File: src/rtl/cnn_pool_engine.sv
// 2x2 stride-2 signed max-pooling engine streaming CHANNELS stacked IN_DIM x IN_DIM maps.
// Define CNN_POOL_RELU_EN to clamp negative pooled results to zero before writing.
module cnn_pool_engine #(
  parameter int DATA_W   = 8,
  parameter int IN_DIM   = 28,
  parameter int CHANNELS = 4,
  parameter int ADDR_W   = 12
) (
  input  logic              CNN_Pool_CLOCK_50,
  input  logic              CNN_Pool_RESET_InLow,
  input  logic              CNN_Pool_Enable_InHigh,
  output logic              CNN_Pool_Done_Out,
  output logic [ADDR_W-1:0] CNN_Pool_RdAddr_Out,
  input  logic [DATA_W-1:0] CNN_Pool_RdData_In,
  output logic [ADDR_W-1:0] CNN_Pool_WrAddr_Out,
  output logic [DATA_W-1:0] CNN_Pool_WrData_Out,
  output logic              CNN_Pool_WrEn_Out
);

  localparam int OD = IN_DIM / 2;

  typedef enum logic [2:0] {S_IDLE, S_RD, S_LAST, S_WR, S_DONE} state_t;

  state_t                    state_q;
  logic [1:0]                k_q;
  logic [ADDR_W-1:0]         row_q, col_q, ch_q;
  logic [ADDR_W-1:0]         row_d, col_d, ch_d;
  logic signed [DATA_W-1:0]  max_q, wr_data_q;
  logic [ADDR_W-1:0]         rd_addr_q, wr_addr_q;
  logic                      wr_en_q, done_q;

  logic signed [DATA_W-1:0]  rd_data_s, max_fin_s, result_s;
  logic                      greater_s, col_wrap_s, row_wrap_s, last_s;

  // Window tap k walks (0,0),(0,1),(1,0),(1,1): dy = k[1], dx = k[0].
  function automatic logic [ADDR_W-1:0] rd_addr_f(input logic [ADDR_W-1:0] ch,
                                                  input logic [ADDR_W-1:0] row,
                                                  input logic [ADDR_W-1:0] col,
                                                  input logic [1:0]        k);
    rd_addr_f = ch * ADDR_W'(IN_DIM * IN_DIM)
              + {row[ADDR_W-2:0], k[1]} * ADDR_W'(IN_DIM)
              + {col[ADDR_W-2:0], k[0]};
  endfunction

  function automatic logic [ADDR_W-1:0] wr_addr_f(input logic [ADDR_W-1:0] ch,
                                                  input logic [ADDR_W-1:0] row,
                                                  input logic [ADDR_W-1:0] col);
    wr_addr_f = ch * ADDR_W'(OD * OD) + row * ADDR_W'(OD) + col;
  endfunction

  assign rd_data_s  = $signed(CNN_Pool_RdData_In);
  assign greater_s  = rd_data_s > max_q;
  assign col_wrap_s = (col_q == ADDR_W'(OD - 1));
  assign row_wrap_s = (row_q == ADDR_W'(OD - 1));
  assign last_s     = col_wrap_s && row_wrap_s && (ch_q == ADDR_W'(CHANNELS - 1));
  assign col_d      = col_wrap_s ? '0 : col_q + ADDR_W'(1);
  assign row_d      = col_wrap_s ? (row_wrap_s ? '0 : row_q + ADDR_W'(1)) : row_q;
  assign ch_d       = (col_wrap_s && row_wrap_s) ? ch_q + ADDR_W'(1) : ch_q;

  // Final window maximum, optionally rectified.
  always_comb begin
    max_fin_s = greater_s ? rd_data_s : max_q;
`ifdef CNN_POOL_RELU_EN
    result_s  = max_fin_s[DATA_W-1] ? '0 : max_fin_s;
`else
    result_s  = max_fin_s;
`endif
  end

  // Sequencer: reads each 2x2 window, tracks the running max, writes one element.
  always_ff @(posedge CNN_Pool_CLOCK_50 or negedge CNN_Pool_RESET_InLow) begin
    if (!CNN_Pool_RESET_InLow) begin
      state_q   <= S_IDLE;
      k_q       <= 2'd0;
      row_q     <= '0;
      col_q     <= '0;
      ch_q      <= '0;
      max_q     <= '0;
      wr_data_q <= '0;
      rd_addr_q <= '0;
      wr_addr_q <= '0;
      wr_en_q   <= 1'b0;
      done_q    <= 1'b0;
    end else begin
      case (state_q)
        S_IDLE: begin
          wr_en_q <= 1'b0;
          done_q  <= 1'b0;
          if (CNN_Pool_Enable_InHigh && !done_q) begin
            state_q   <= S_RD;
            k_q       <= 2'd0;
            row_q     <= '0;
            col_q     <= '0;
            ch_q      <= '0;
            rd_addr_q <= '0;
          end
        end
        S_RD: begin
          if (!CNN_Pool_Enable_InHigh) begin
            state_q <= S_IDLE;
          end else begin
            // Data for tap k-1 arrives while tap k is addressed.
            if (k_q == 2'd1) begin
              max_q <= rd_data_s;
            end else if (k_q != 2'd0 && greater_s) begin
              max_q <= rd_data_s;
            end
            if (k_q == 2'd3) begin
              state_q <= S_LAST;
            end else begin
              k_q       <= k_q + 2'd1;
              rd_addr_q <= rd_addr_f(ch_q, row_q, col_q, k_q + 2'd1);
            end
          end
        end
        S_LAST: begin
          if (!CNN_Pool_Enable_InHigh) begin
            state_q <= S_IDLE;
          end else begin
            wr_data_q <= result_s;
            wr_addr_q <= wr_addr_f(ch_q, row_q, col_q);
            wr_en_q   <= 1'b1;
            state_q   <= S_WR;
          end
        end
        S_WR: begin
          wr_en_q <= 1'b0;
          if (!CNN_Pool_Enable_InHigh) begin
            state_q <= S_IDLE;
          end else if (last_s) begin
            done_q  <= 1'b1;
            state_q <= S_DONE;
          end else begin
            col_q     <= col_d;
            row_q     <= row_d;
            ch_q      <= ch_d;
            k_q       <= 2'd0;
            rd_addr_q <= rd_addr_f(ch_d, row_d, col_d, 2'd0);
            state_q   <= S_RD;
          end
        end
        S_DONE: begin
          wr_en_q <= 1'b0;
          if (!CNN_Pool_Enable_InHigh) begin
            done_q  <= 1'b0;
            state_q <= S_IDLE;
          end
        end
        default: begin
          state_q <= S_IDLE;
          wr_en_q <= 1'b0;
          done_q  <= 1'b0;
        end
      endcase
    end
  end

  assign CNN_Pool_Done_Out   = done_q;
  assign CNN_Pool_RdAddr_Out = rd_addr_q;
  assign CNN_Pool_WrAddr_Out = wr_addr_q;
  assign CNN_Pool_WrData_Out = wr_data_q;
  assign CNN_Pool_WrEn_Out   = wr_en_q;

endmodule

File: config.mk
export PLATFORM = sky130hd
export DESIGN_NAME = cnn_pool_engine
export DESIGN_NICKNAME = d
export VERILOG_FILES = /design/src/rtl/cnn_pool_engine.sv
export SDC_FILE = /design/constraint.sdc
export NUM_CORES = 1
export LEC_CHECK = 0
export BUFFER_PORTS_ARGS = -buffer_cell sky130_fd_sc_hd__buf_2
export CAP_MARGIN = 20
export CORE_ASPECT_RATIO = 1.1
export CORE_MARGIN = 2
export CORE_UTILIZATION = 43
export CTS_CLUSTER_SIZE = 30
export DETAILED_ROUTE_END_ITERATION = 12
export GPL_ROUTABILITY_DRIVEN = 0
export PLACE_DENSITY_LB_ADDON = 0.3
export SYNTH_ARGS = -nofsm -noshare
export SYNTH_HDL_FRONTEND = slang
export SYNTH_SLANG_ARGS = --single-unit
export TNS_END_PERCENT = 5
File: constraint.sdc
create_clock -name CNN_Pool_CLOCK_50 -period 7.04 [get_ports CNN_Pool_CLOCK_50]
set_input_delay 1.76 -clock CNN_Pool_CLOCK_50 [delete_from_list [all_inputs] [get_ports CNN_Pool_CLOCK_50]]
set_output_delay 1.76 -clock CNN_Pool_CLOCK_50 [all_outputs]
set_load 0.02 [all_outputs]
# ---- After elaboration in Yosys (flattened, before gate mapping)
# Cells that the tools add are included.
dict set report word_totals {
  reg_bits 83
  in_bits 11
  output_inout_bits 34
  wordCells 111
}
dict set report classes {
  n_addsub 10
  n_mul 6
  n_lt_le_gt_ge 1
  eq_ne 19
  muxes 42
  bitwise 2
  n_reduce_logical 19
}
# op count
set op_table {}
lappend op_table {{12-bit 2-to-1 mux} 15}
lappend op_table {{12-bit adder} 6}
lappend op_table {{12-bit case mux with 2 select lines} 3}
lappend op_table {{12-bit by 1-bit adder with 12-bit output, second input constant} 3}
lappend op_table {{12-bit case mux with 3 select lines} 1}
lappend op_table {{12-bit by 4-bit equality test with 1-bit output, second input constant} 2}
lappend op_table {{12-bit by 6-bit multiplier with 8-bit output, second input constant} 2}
lappend op_table {{8-bit 2-to-1 mux} 3}
lappend op_table {{3-bit 2-to-1 mux} 6}
lappend op_table {{2-bit != test, second input constant} 9}
lappend op_table {{3-bit case mux with 5 select lines} 1}
lappend op_table {{12-bit by 2-bit equality test with 1-bit output, second input constant} 1}
lappend op_table {{12-bit by 3-bit multiplier with 10-bit output, second input constant} 1}
lappend op_table {{12-bit by 3-bit multiplier with 11-bit output, second input constant} 1}
lappend op_table {{12-bit by 6-bit multiplier with 10-bit output, second input constant} 1}
lappend op_table {{2-bit 2-to-1 mux} 6}
lappend op_table {{11-bit by 3-bit multiplier with 9-bit output, second input constant} 1}
lappend op_table {{8-bit > comparator} 1}
lappend op_table {{4-bit AND reduction} 2}
lappend op_table {{3-bit by 2-bit equality test with 1-bit output, second input constant} 2}
lappend op_table {{2-bit case mux with 3 select lines} 1}
lappend op_table {{3-bit AND reduction} 2}
lappend op_table {{6-bit AND reduction} 1}
lappend op_table {{2-bit nonzero test} 3}
lappend op_table {{other kinds (17)} 25}

# ---- Logic depth before layout (Yosys ltp)
dict set report depth {
  depth_word 9
  mapped_depth 27
  mapped_depth_nobuf 26
}

# ---- Worst setup path after synthesis
# No wires, ideal clock.
dict set report synth_timing {
  path_type {flip-flop to flip-flop}
  startpoint {reg row_q[3]}
  endpoint {reg rd_addr_q[11] (netlist: CNN_Pool_RdAddr_Out[11])}
  setup_ns 0.126
  arrival_ns 5.213
  required_time_ns 6.914
  path_slack_ns 1.701
  stages_incl_launch_ff 24
  n_path_buf 1
  period_less_slack_ns 5.339
  cell_sequence {dfrtp_1 ha_1 and4bb_2 and2_1 buf_2 o21ai_0 a21oi_1 inv_1 fa_1 ha_1 fa_1 a21oi_1 nor2_1 nor2_1 xor2_1 fa_1 inv_1 ha_1 or2_2 a21oi_1 a21oi_1 xnor3_1 a221oi_1 nor2_1}
}
dict set report synth_between {
  elab_chain_len 9
  word_cells_on_any_way 21
  cone_classes {add/sub: 5; mul: 3; eq/ne: 2; mux: 8; reduce/logical: 3}
}
# element line
set synth_lines {}
lappend synth_lines {{start, declared} 26} ;# logic [ADDR_W-1:0] row_q, col_q, ch_q;
lappend synth_lines {{start signal, assigned} 135} ;# row_q <= row_d;
lappend synth_lines {{12-bit by 1-bit adder with 12-bit output or 12-bit by 4-bit equality test with 1-bit output (tied branches)} {57, 54}}
lappend synth_lines {{12-bit 2-to-1 mux or 1-bit logical AND (tied branches)} {57, 55, 58}}
lappend synth_lines {{12-bit 2-to-1 mux (on tied branches)} {57, 58}}
lappend synth_lines {{11-bit by 3-bit multiplier with 9-bit output or 12-bit by 6-bit multiplier with 8-bit output (tied branches)} {41, 40}}
lappend synth_lines {{12-bit adder} 41} ;# + {row[ADDR_W-2:0], k[1]} * ADDR_W'(IN_DIM)
lappend synth_lines {{12-bit adder} 42} ;# + {col[ADDR_W-2:0], k[0]};
lappend synth_lines {{12-bit 2-to-1 mux} 130} ;# end else if (last_s) begin
lappend synth_lines {{12-bit 2-to-1 mux} 128} ;# if (!CNN_Pool_Enable_InHigh) begin
lappend synth_lines {{12-bit case mux with 3 select lines} 85} ;# case (state_q)
lappend synth_lines {{end signal, assigned} 112} ;# rd_addr_q <= rd_addr_f(ch_q, row_q, col_q, k_q + 2'd1);
lappend synth_lines {{end signal, assigned} 138} ;# rd_addr_q <= rd_addr_f(ch_d, row_d, col_d, 2'd0);
lappend synth_lines {{end, declared} 29} ;# logic [ADDR_W-1:0] rd_addr_q, wr_addr_q;
# Several ways; a longest one is shown, not always the timed one. The select of a mux whose other input is x is not followed.
# A chain may end at the register's enable or synchronous reset.

# ---- Worst setup path in the final report
# Ends and elaborated chain as after synthesis.

==> results by group <==
Run status
  – Status: complete, no violations

Power and ir drop
  – Leakage: 4.43 nW
  – P per Cell Area: roughly 190 nW/um^2
  – Peak supply drop: about 0.12 mV

Synthesis
  – Register area share after synthesis: 0.267
  – Synth Instances: between 800 and 900
  – Top FF cell, synth: dfrtp_1
  – Avg Cell Area, Syn: 9.15 um^2
  – Asr flop ratio synth: 1.00
  – Netlist Area Pre-Place: 7790 um^2
  – Flops & latches, synth: 83
  – Post-synth EDFFs: 0
  – Post-synthesis cell type count: 57
  – Synthesized Nets: 1004
  – Syn. warnings: 0

STA
  – Final Hold Violating Endpoints: 0
  – Final setup viols: 0
  – Setup Skew: ~0.011 ns
  – Setup TNS: 0 ns
  – Fin crit share: 0.851
  – RSZ-0062 raised after global routing: false
  – Fin crit period: 5.99 ns
  – Fmax: 0.167 GHz
  – Slew HR: 0.382
  – Max-slew violations: 0
  – Slew @ Worst Pin: 0.928 ns

Critical path
  – Critical Path AT: 6.24 ns
  – Worst setup SP type: register
  – Crit-path max FO: 10
  – Critical path capture point type: register
  – WS Path Type: register to register
  – Req. time, crit path: between 7 and 8 ns

Clock network
  – Setup Buffers After CTS: 0
  – Clock latency on the worst-skew pair: 0.36 ns
  – Root buf cell: clkbuf_16
  – CTS tree: yes
  – Clock Path Buffers: 2
  – CTS Hold Buffers Added: 0
  – Post_cts resized: 0
  – CTS buffer count: 9
  – CTS HTree Levels: 3
  – Clock sinks: between 80 and 90
  – Clock transition at path regs: approximately 0.07 ns

Finish
  – Layout cells sized above 1: 0.103
  – Fin area: 8560 um^2
  – Cell Count, Final, Fillers Out: 1133
  – Fillers: 1736
  – # nets final: 1043
  – Sequential Area: 2080 um^2
  – Area of the multi-input gates: 5200 um^2
  – Antenna Cells: 0
  – Synth-to-Final Area Change: 9.91%

Drt
  – Via count: 6059
  – Vias per cell: approximately 5.3
  – Initial DRC count: about 340
  – Remaining DRCs: 0
  – WL per Instance: 17.0 um
  – Routed WL: 19300 um
  – DRT Pass-1 Iters: 5
  – Final ANT Viol Nets: 0

Global routing
  – Total gr overflow: 0
  – Grt met3 use: 0.0377
  – GR Layer Usage met1: 0.281
  – Largest net degree at the start of global routing: 69
  – Met2 GRT Util: 0.346
  – Gr busiest metal: met2
  – Gr usage total: 0.214
  – Initial antenna violation count: 0
  – Vias in the first global route: approximately 6100
  – First-pass GRT wire length: approximately 32000 um

Floorplanning
  – Die Wd: 132 um
  – Initial Util: 0.439
  – # rows: 51
  – Io pins: 45
  – Die height: 145 um
  – Core area: 17700 um^2
  – DIE AREA: 19200 um^2

Placed design
  – Port bufs: between 40 and 50
  – Placed Area: 8270 um^2
  – Dpl hpwl: 15000 um
  – Dpl cells: 1117

Run
  – Max-cap violations: 0

Hold path
  – Hold WC Path Type: register to register
path summary, 6_finish.rpt:
path | from | endpoint | slack (ns) | cells past startpoint
max | row_q[3] | CNN_Pool_RdAddr_Out[11] | 1.05 | 22
min | CNN_Pool_WrData_Out[5] | CNN_Pool_WrData_Out[5] | 0.47 | 2
max reg2reg | row_q[3] | CNN_Pool_RdAddr_Out[11] | 1.05 | 22
min reg2reg | CNN_Pool_WrData_Out[5] | CNN_Pool_WrData_Out[5] | 0.47 | 2
max in group asynchronous | CNN_Pool_RESET_InLow | row_q[5] | 4.62 | 2
min in group asynchronous | CNN_Pool_RESET_InLow | CNN_Pool_WrData_Out[2] | 1.24 | 1
area by class of cell:
cell class | count | share of cell area
clock buffers | 9 | 0.0263
clock inverters | 7 | 0.00731
inverters | 110 | 0.0482
multi-input cells | 634 | 0.608
flip-flops and latches | 83 | 0.243
well taps | 238 | 0.0348
repair buffers | 52 | 0.0330
report_power, final:
group,switching [W],internal [W],leakage [nW],total (W)
clock network,0.000228,0.000246,0.143,0.000474
logic,0.000328,0.000202,3.18,0.000530
registers,0.0000570,0.000572,1.11,0.000629
total,0.000613,0.00102,4.43,0.00163
placed cells by master (no fill, tap or decap), drive strengths merged, types with 10 or more instances in the layout:
cell type	netlist	layout
nand3	24	24
xnor2	64	64
mux2	12	12
nor2	47	47
o21ai	74	74
a21oi	51	51
o31ai	10	10
dfrtp	83	83
and3	11	11
xor2	15	15
a21o	14	14
buf	4	52
inv	110	112
o21bai	10	10
ha	94	94
or3	10	10
fa	48	48
nand2	67	67
synth_stat cells (11+ instances only):
master	count	area (um^2)
dfrtp_1	83	2080
and3_1	11	68.8
o21ai_0	46	230
clkbuf_1	20	75.1
a21o_1	14	105
xor2_1	15	131
fa_1	48	961
inv_1	109	409
mux2_2	12	135
o21ai_1	28	140
nand3_1	24	120
nor2_1	46	173
nand2_1	66	248
a21oi_1	51	255
ha_1	94	1180
xnor2_1	64	561
routing by layer:
metal	vias to the layer above	routed length [um]	part of all wire
li1	2952	-	-
met1	2931	8700	0.45
met2	138	9060	0.47
met3	38	770	0.040
met4	0	729	0.038
met5	-	0	0
kinds of logic (layout without fill, tap and decap cells):
family	count (synthesis)	after routing	synth area share
AO/OA/AOI/OAI	188	188	0.143
buffers and inverters	134	178	0.0654
flip-flops	83	83	0.267
multiplexers	21	21	0.0289
adder cells (fa/ha/maj)	142	142	0.274
AND/OR/NAND/NOR	203	203	0.130
XOR/XNOR	80	80	0.0917
through the flow:
step	util	setup slack, ns	hold slack, ns	power (W)
finish	0.483	1.05	0.473	0.00163
global route	0.483	0.564	0.497	0.00174
CTS	0.483	1.05	0.480	0.00165
detailed placement	0.466	1.09	0.465	0.00117
global placement	0.466	1.22	0.456	0.00116
floorplan	-	1.70	0.449	0.00100
flip-flops by register name, indices dropped and copies added (netlist names):
signal,cells
CNN_Pool_RdAddr_Out,12
CNN_Pool_WrAddr_Out,12
ch_q,12
col_q,12
row_q,12
CNN_Pool_WrData_Out,8
max_q,8
state_q,3
k_q,2
CNN_Pool_Done_Out,1
CNN_Pool_WrEn_Out,1
worst max-delay path: stages, from the launching register on:
cell and delay, ns:
dfrtp_1 0.59, ha_1 0.31, and4bb_2 0.30, and2_1 0.40
o21ai_0 0.15, a21oi_1 0.42, inv_1 0.11, fa_1 0.45
ha_1 0.22, fa_1 0.41, a21oi_1 0.14, nor2_1 0.05
nor2_1 0.13, xor2_1 0.22, fa_1 0.43, inv_1 0.07
ha_1 0.26, or2_2 0.28, a21oi_1 0.14, a21oi_1 0.06
xnor3_1 0.37, a221oi_1 0.31, nor2_1 0.06
(Power assumes the default switching activity.)
